### config.mk
export PLATFORM = sky130hd
export DESIGN_NAME = pwm_capture
export DESIGN_NICKNAME = d
export VERILOG_FILES = /design/src/rtl/pwm_pkg.sv /design/src/rtl/pwm_in_sync.sv /design/src/rtl/pwm_capture.sv
export SDC_FILE = /design/constraint.sdc
export NUM_CORES = 1
export LEC_CHECK = 0
export BUFFER_PORTS_ARGS = -buffer_cell sky130_fd_sc_hd__buf_4
export CORE_UTILIZATION = 25
export DETAILED_ROUTE_END_ITERATION = 8
export GPL_ROUTABILITY_DRIVEN = 0
export GPL_TIMING_DRIVEN = 1
export PLACE_DENSITY = 0.53
export SETUP_SLACK_MARGIN = 0.1
export SKIP_LAST_GASP = 1
export SLEW_MARGIN = 10
export SYNTH_ARGS = -nofsm -noshare
export SYNTH_HDL_FRONTEND = slang
export SYNTH_SLANG_ARGS = --single-unit
export TNS_END_PERCENT = 50
### constraint.sdc
create_clock -name clk_in -period 2.1 [get_ports clk_in]
set_clock_uncertainty 0.05 [all_clocks]
set_input_delay 0.315 -clock clk_in [delete_from_list [all_inputs] [get_ports clk_in]]
set_output_delay 0.315 -clock clk_in [all_outputs]
set_load 0.01 [all_outputs]
### src/rtl/pwm_pkg.sv
// Shared types and frame-geometry helpers for the PWM capture path.
package pwm_pkg;

   typedef enum logic [1:0] {
      IDLE,
      HIGH,
      LOW
   } state_t;

   function automatic int unsigned pwm_period(input int unsigned w);
      return 32'd1 << w;
   endfunction

   function automatic int unsigned pwm_mid(input int unsigned w);
      return 32'd1 << (w - 32'd1);
   endfunction

endpackage

### src/rtl/pwm_in_sync.sv
// Synchroniser chain for the asynchronous PWM line plus a registered edge detector.
module pwm_in_sync #(
   parameter int unsigned SYNC_STAGES = 2
) (
   input  logic clk_in,
   input  logic rstn,
   input  logic pwm_in,
   output logic s_in,
   output logic s_rise,
   output logic s_fall
);

   logic [SYNC_STAGES-1:0] sync_q;

   // s_in, s_rise and s_fall come from the same flop stage so they always agree.
   always_ff @(posedge clk_in or negedge rstn) begin
      if (!rstn) begin
         sync_q <= '0;
         s_in   <= 1'b0;
         s_rise <= 1'b0;
         s_fall <= 1'b0;
      end else begin
         sync_q <= {sync_q[SYNC_STAGES-2:0], pwm_in};
         s_in   <= sync_q[SYNC_STAGES-1];
         s_rise <= sync_q[SYNC_STAGES-1] & ~s_in;
         s_fall <= ~sync_q[SYNC_STAGES-1] & s_in;
      end
   end

endmodule

### src/rtl/pwm_capture.sv
// PWM input demodulator: measures high time and period per frame and recovers signed
// samples, flagging saturated frames, malformed periods and a silent link.
module pwm_capture
   import pwm_pkg::*;
#(
   parameter int unsigned DATA_OUT_WIDTH = 10,
   parameter int unsigned SYNC_STAGES    = 2
) (
   input  logic                             clk_in,
   input  logic                             rstn,
   input  logic                             cap_en,
   input  logic                             PWM_IN,
   output logic signed [DATA_OUT_WIDTH-1:0] data_out,
   output logic                             data_valid,
   output logic                             sat_high,
   output logic                             period_err,
   output logic                             link_idle
);

   localparam int unsigned W       = DATA_OUT_WIDTH;
   localparam logic [W:0]  PERIOD  = (W+1)'(pwm_period(W));
   localparam logic [W:0]  ONE     = (W+1)'(1);
   localparam logic [W-1:0] OFFSET  = W'(pwm_mid(W) + 32'd1);
   localparam logic [W-1:0] MAX_POS = W'(pwm_mid(W) - 32'd1);

   logic         s_in;
   logic         s_rise;
   logic         s_fall;
   state_t       state;
   logic [W:0]   high_cnt;
   logic [W:0]   period_cnt;
   logic [W-1:0] sample;

   pwm_in_sync #(
      .SYNC_STAGES(SYNC_STAGES)
   ) u_sync (
      .clk_in(clk_in),
      .rstn  (rstn),
      .pwm_in(PWM_IN),
      .s_in  (s_in),
      .s_rise(s_rise),
      .s_fall(s_fall)
   );

   // High time of s + MID + 1 maps back to s; modulo-2^W arithmetic gives the sign.
   assign sample = high_cnt[W-1:0] - OFFSET;

   always_ff @(posedge clk_in or negedge rstn) begin
      if (!rstn) begin
         state      <= IDLE;
         high_cnt   <= '0;
         period_cnt <= '0;
         data_out   <= '0;
         data_valid <= 1'b0;
         sat_high   <= 1'b0;
         period_err <= 1'b0;
         link_idle  <= 1'b1;
      end else begin
         data_valid <= 1'b0;
         period_err <= 1'b0;
         if (!cap_en) begin
            state      <= IDLE;
            high_cnt   <= '0;
            period_cnt <= '0;
            sat_high   <= 1'b0;
            link_idle  <= 1'b1;
         end else begin
            unique case (state)
               IDLE: begin
                  if (s_rise) begin
                     state      <= HIGH;
                     high_cnt   <= ONE;
                     period_cnt <= ONE;
                     link_idle  <= 1'b0;
                  end
               end
               HIGH: begin
                  if (s_fall) begin
                     state <= LOW;
                     if (period_cnt != PERIOD) period_cnt <= period_cnt + ONE;
                  end else if (s_in) begin
                     if (high_cnt == PERIOD) begin
                        // A whole period high: report full scale and start a new frame.
                        data_out   <= $signed(MAX_POS);
                        sat_high   <= 1'b1;
                        data_valid <= 1'b1;
                        high_cnt   <= ONE;
                        period_cnt <= ONE;
                     end else begin
                        high_cnt <= high_cnt + ONE;
                        if (period_cnt != PERIOD) period_cnt <= period_cnt + ONE;
                     end
                  end
               end
               LOW: begin
                  if (s_rise) begin
                     if (period_cnt == PERIOD) begin
                        data_out   <= $signed(sample);
                        data_valid <= 1'b1;
                        sat_high   <= 1'b0;
                     end else begin
                        period_err <= 1'b1;
                     end
                     state      <= HIGH;
                     high_cnt   <= ONE;
                     period_cnt <= ONE;
                  end else if (period_cnt == PERIOD) begin
                     state     <= IDLE;
                     link_idle <= 1'b1;
                  end else begin
                     period_cnt <= period_cnt + ONE;
                  end
               end
               default: state <= IDLE;
            endcase
         end
      end
   end

endmodule

Yosys cells after proc, flatten, opt, wreduce, memory -nomap -nowiden
Index checks and enable logic that the tools add are counted.
- $add $sub $neg: 3
- eq/ne operators: 26
- mux-type cells: 49
- bitwise operators: 4
- reductions and logical operators: 9
- operators by type and width (cell ; number):
    $mux W11 ; 12
    $mux W10 ; 5
    $pmux W11 S3 ; 1
    $add A11 B1 Y11 const B ; 2
    $eq A11 B11 Y1 const B ; 2
    $pmux W11 S2 ; 1
    $mux W1 ; 20
    $pmux W10 S2 ; 1
    $ne A3 B2 Y1 const B ; 6
    $ne A3 B3 Y1 const B ; 4
    $reduce_and A4 Y1 ; 3
    $ne A11 B11 Y1 const B ; 1
    $mux W2 ; 5
    $sub A10 B10 Y10 const B ; 1
    $ne A4 B3 Y1 const B ; 2
    $reduce_and A7 Y1 ; 1
    $ne A2 B2 Y1 const B ; 3
    $ne A3 B1 Y1 const B ; 2
    $pmux W1 S2 ; 3
    $pmux W2 S3 ; 1
    $reduce_and A6 Y1 ; 1
    $ne A2 B1 Y1 const B ; 2
    $ne A4 B1 Y1 const B ; 1
    $ne A4 B2 Y1 const B ; 1
    8 further kinds ; 10
- register bits: 43
- output and inout bits: 14

Logic depth before layout (Yosys ltp)
- depth after elaboration: 7
- mapped depth: 9
- gate-level depth less buffers: 7

Cells and area by module
Synthesis repeated with hierarchy kept, for this count alone.
- cell total of the unflattened synthesis: 275
- area total of the unflattened synthesis: 2591.2 µm²
- by module, submodules not included (module ; instances ; cells an instance ; area each (µm²)):
    pwm_capture ; 1 ; 268 ; 2451.1
    pwm_in_sync ; 1 ; 7 ; 140.1

Worst setup path after synthesis
Ideal clock, no wire load.
- path kind: register to register
- start: reg period_cnt[0]
- end: reg period_cnt[0]
- setup time: 123 ps
- arrival: 1938 ps
- required time: 1927 ps
- setup slack: -10 ps
- cell stages (with the launch flop): 8
- buffers on the path: 0
- period minus slack after synthesis: 2110 ps
- path through: dfrtp_1 -> inv_1 -> ha_1 -> nor4bb_2 -> and3_1 -> o31a_1 -> or3b_2 -> o221a_2
- word-level cells in the longest chain between the ends: 7
- elaborated cells on any way between the ends: 13
- classes of those cells: 1 x add/sub; 3 x eq/ne; 8 x mux; 1 x reduce/logical
- RTL lines (what ; line ; RTL):
    start: declaration ; pwm_capture.sv:31 ; logic [W:0] period_cnt;
    start signal: assignment ; pwm_capture.sv:80 ; if (period_cnt != PERIOD) period_cnt <= period_cnt + ONE;
    start signal: assignment ; pwm_capture.sv:91 ; if (period_cnt != PERIOD) period_cnt <= period_cnt + ONE;
    start signal: assignment ; pwm_capture.sv:111 ; period_cnt <= period_cnt + ONE;
    $add A11 B1 Y11 or $ne A11 B11 Y1 (tied branches) ; pwm_capture.sv:80, pwm_capture.sv:91, pwm_capture.sv:111 ;
    $mux W11 ; pwm_capture.sv:80, pwm_capture.sv:91 ;
    $mux W11 ; pwm_capture.sv:82 ; if (high_cnt == PERIOD) begin
    $mux W11 ; pwm_capture.sv:81 ; end else if (s_in) begin
    $mux W11 ; pwm_capture.sv:78 ; if (s_fall) begin
    $pmux W11 S3 ; pwm_capture.sv:68 ; unique case (state)
    $mux W11 ; pwm_capture.sv:61 ; if (!cap_en) begin
Several ways; a longest one is shown, not always the timed one. The select of a mux whose other input is x is not followed.
A chain may end at the register's enable or synchronous reset.

Worst setup path in the final report
- start: reg high_cnt[1]
- end: reg data_out[9]
- word-level cells in the longest chain between the ends: 4
- elaborated cells on any way between the ends: 7
- classes of those cells: 1 x add/sub; 2 x eq/ne; 3 x mux; 1 x reduce/logical
- RTL lines (what ; line ; RTL):
    start: declaration ; pwm_capture.sv:30 ; logic [W:0] high_cnt;
    start signal: assignment ; pwm_capture.sv:90 ; high_cnt <= high_cnt + ONE;
    $sub A10 B10 Y10 ; pwm_capture.sv:46 ; assign sample = high_cnt[W-1:0] - OFFSET;
    $mux W10 ; pwm_capture.sv:97 ; if (period_cnt == PERIOD) begin
    $mux W10 ; pwm_capture.sv:96 ; if (s_rise) begin
    $pmux W10 S2 ; pwm_capture.sv:68 ;
    end signal: assignment ; pwm_capture.sv:84 ; data_out <= $signed(MAX_POS);
    end signal: assignment ; pwm_capture.sv:98 ; data_out <= $signed(sample);
    end: declaration ; pwm_capture.sv:13 ; output logic signed [DATA_OUT_WIDTH-1:0] data_out,
Several ways; a longest one is shown, not always the timed one. The select of a mux whose other input is x is not followed.

==> metrics.txt <==
outcome completed; Slew @ Worst Pin approximately 0.57 ns; Util after Layout between 30% and 40%; total grt overflow 0; worst vdd ir about 350 uV; hold-critical path depth 1; Placement Setup Slack -0.104 ns; Synth Area in Compound Gates between 20% and 30%; min Tclk post-route slightly above 2 ns; gr usage total between 10% and 20%; Total Nets Final between 300 and 400; Slowest-stage cell, CP dfrtp_1; Num CTS Buffers 5; Main synth FF type dfrtp_1; Finished Layout Cells 488; LEAKAGE about 1.5 nW; Clock Path Buffers 2; Layout area overhead 40.3%; crit path DAT between 2 and 2.5 ns; largest family of logic cells by synthesized area simple AND/OR/NAND/NOR gates; first-pass detailed-route iteration total 4; startpoint types flip-flop; slowest stage delay, CP about 0.40 ns; die height about 100 microns; clock sinks 43; placed cell count roughly 460; Setup crit start high_cnt[1]; max frequency just under 500 MHz; crit-path cells inv_2 -> ha_4 -> nor4b_4 -> buf_4 -> nand4_4 -> a221oi_4 -> and2b_1 -> a31o_2; Std-Cell Rows 36; Mapped Cells 270; most common cell after layout, fill and taps aside buf_4; ANT cells 0; vias in the first global route 2,237; port bufs 17; IO Pins 18; commonest non-fill, non-tap cells in the layout 88 x buf_4, 42 x dfrtp_1, 26 x nor2_1, 22 x nand2_1, 13 x xnor2_1; post-synthesis simple-gate area fraction between 20% and 30%; CP delay by family, top compound AO/OA/AOI/OAI gates; H-tree lvl count 2; Hold Path Class in -> reg; Synth Area in Adders 4.33%; Critical path buffers and inverters 2; global-route wire length before repair between 10,000 and 15,000 microns; Worst Path Required approximately 2.3 ns; Cell Pwr Density 913 mW/mm^2; #FFs+latches synth 43; EDFF count, synth 0; flop2flop setup slack between 0.03 and 0.04 ns; Critical Path Fanout Max 4; core footprint 0.00991 sq mm; Worst Hold End u_sync.sync_q[0]; Max Cap Viol 0; initial core utilization around a quarter; Cell Area, Synth around 0.0026 sq mm; sequential fraction of the synthesis area 41.5%; syn_area_per_cell between 9 and 10 sq um; Max-slew headroom roughly 62%; Tcrit/Tclk final between 90% and 100%; CTS tree done; root buf cell clkbuf_8; Slew Viols, Final 0; Synth Net Count about 280; terminus of the critical flop-to-flop path data_out[9]; via count around 2,300; die width 104 microns; endpoints failing setup 0; Synth async-reset ratio 100%; routed len/inst 13.3 microns; RSZ-0062 raised after global routing true; mux share of post-synthesis cell area 0%; initial antenna violation count 0; drt total wl around 6500 microns; largest net degree at the start of global routing 44; Fin. Hold Viols 0; hold path start PWM_IN; clk slew on worst S/H paths around 0.10 ns; layout cells sized above 1 40.8%; Unique masters post-synth 60; XOR/XNOR Fraction of Synth Area approximately 5.4%; R2R Path Start high_cnt[1]; Worst Reg2Reg Path Length in Cells 8; synthesis warning total 0; ANT nets after route 0; die footprint between 0.01 and 0.015 sq mm; drt initial violations around 120; Crit. End Element flip-flop; Post-route DRC 0; Post-DP HPWL 4490 microns; WS Path Type reg -> reg; clock latency on the worst-skew pair around 0.3 ns; worst setup margin between 0.03 and 0.04 ns; vias per inst ~4.7
## area by class of cell
cell class                      count  area, sq um
Clock buffer                        5         68.8
Fill cell                         998         6260
Tap cell                          133          166
Inverter                           12         45.0
Sequential cell                    43         1080
Multi-Input combinational cell    201         1570
Timing Repair Buffer               91          693
Clock inverter                      3         23.8
## registers in the layout, indices dropped and copies added (netlist names)
register / count
u_sync.s_in: 1
high_cnt: 11
data_out: 10
data_valid: 1
link_idle: 1
period_err: 1
period_cnt: 11
sat_high: 1
u_sync.s_fall: 1
u_sync.s_rise: 1
state: 2
u_sync.sync_q: 2
## cell families after synthesis
logic type,after synthesis
simple gates,104
compound gates,72
flops,43
buf+inv,26
xor+xnor,16
fa+ha+maj,9
## power by group
group	switching (mW)	internal (mW)	total, mW	leakage (nW)
registers	0.0789	0.948	1.03	0.542
clock network	0.315	0.238	0.554	0.0408
logic	0.857	0.889	1.75	0.930
## cell usage after synthesis, types with 2 or more instances
cell	instances	share of area, %
or3_1	2	0.48
and3_1	4	0.96
a21o_1	3	0.87
nand4_1	5	1.2
o21ai_0	9	1.7
nor2b_1	7	1.7
clkbuf_1	5	0.72
o21ai_1	2	0.39
a41oi_1	2	0.67
xnor2_1	14	4.7
buf_6	3	1.3
ha_1	9	4.3
o32a_1	2	0.77
nand3_1	9	1.7
nor4_1	2	0.48
a21oi_1	11	2.1
inv_1	12	1.7
o2111ai_1	3	1.0
a211oi_1	6	1.7
nor2_1	28	4.0
xor2_1	2	0.67
nor3_1	4	0.77
nor2_2	3	0.72
o211ai_1	3	0.87
nand2b_1	4	0.96
nand2_1	22	3.2
a31oi_2	3	1.4
buf_2	3	0.58
a22o_1	5	1.7
and2_1	2	0.48
a31oi_1	4	0.96
dfrtp_1	42	40
o41ai_1	5	1.7
a2111oi_0	2	0.67
a31o_2	2	0.67
o311ai_0	2	0.67
## worst max-delay path by stage
stage                                to  slack, ns  cells past startpoint
after detailed placement  period_cnt[1]      -0.10                      7
final                       data_out[9]       0.04                      8
after global placement    period_cnt[7]      -0.08                      8
after global routing      period_cnt[6]      -0.06                      8
after floorplan           period_cnt[0]       0.08                      7
after CTS                   data_out[9]       0.03                      7
## per-layer routing
| metal | up-vias | part of all wire [%] | track usage, % |
|---|---|---|---|
| met5 | - | 0 | 0 |
| li1 | 1155 | - | - |
| met1 | 1123 | 49 | 16.5 |
| met3 | 6 | 2.5 | 1.88 |
| met2 | 33 | 48 | 20.3 |
| met4 | 0 | 1.2 | 3.37 |
## worst register-to-register path: stages (launching register included)
cell      delay, ns
dfrtp_1        0.40
inv_2          0.07
ha_4           0.13
nor4b_4        0.23
buf_4          0.18
nand4_4        0.09
a221oi_4       0.39
and2b_1        0.22
a31o_2         0.20
## metrics by stage
stage	area [sq um]	setup TNS, ns	power (mW)	hold WS (ns)
floorplan	2620	0	1.85	-0.0306
global placement	3230	-0.476	2.41	0.285
detailed placement	3230	-1.16	2.42	0.292
CTS	3560	0	3.27	0.0605
global route	3640	-0.684	3.57	0.0539
finish	3640	0	3.33	0.0704
## timing repair
item	CTS	global route
endpoints found under the setup margin	32	32
endpoints found under the hold margin	42	0
hold buffers	1	0
gates cloned	1	1
buffers inserted	12	4
pin swaps	20	19
resized for setup	33	13
No activity file was read; power rests on OpenSTA's default activity.
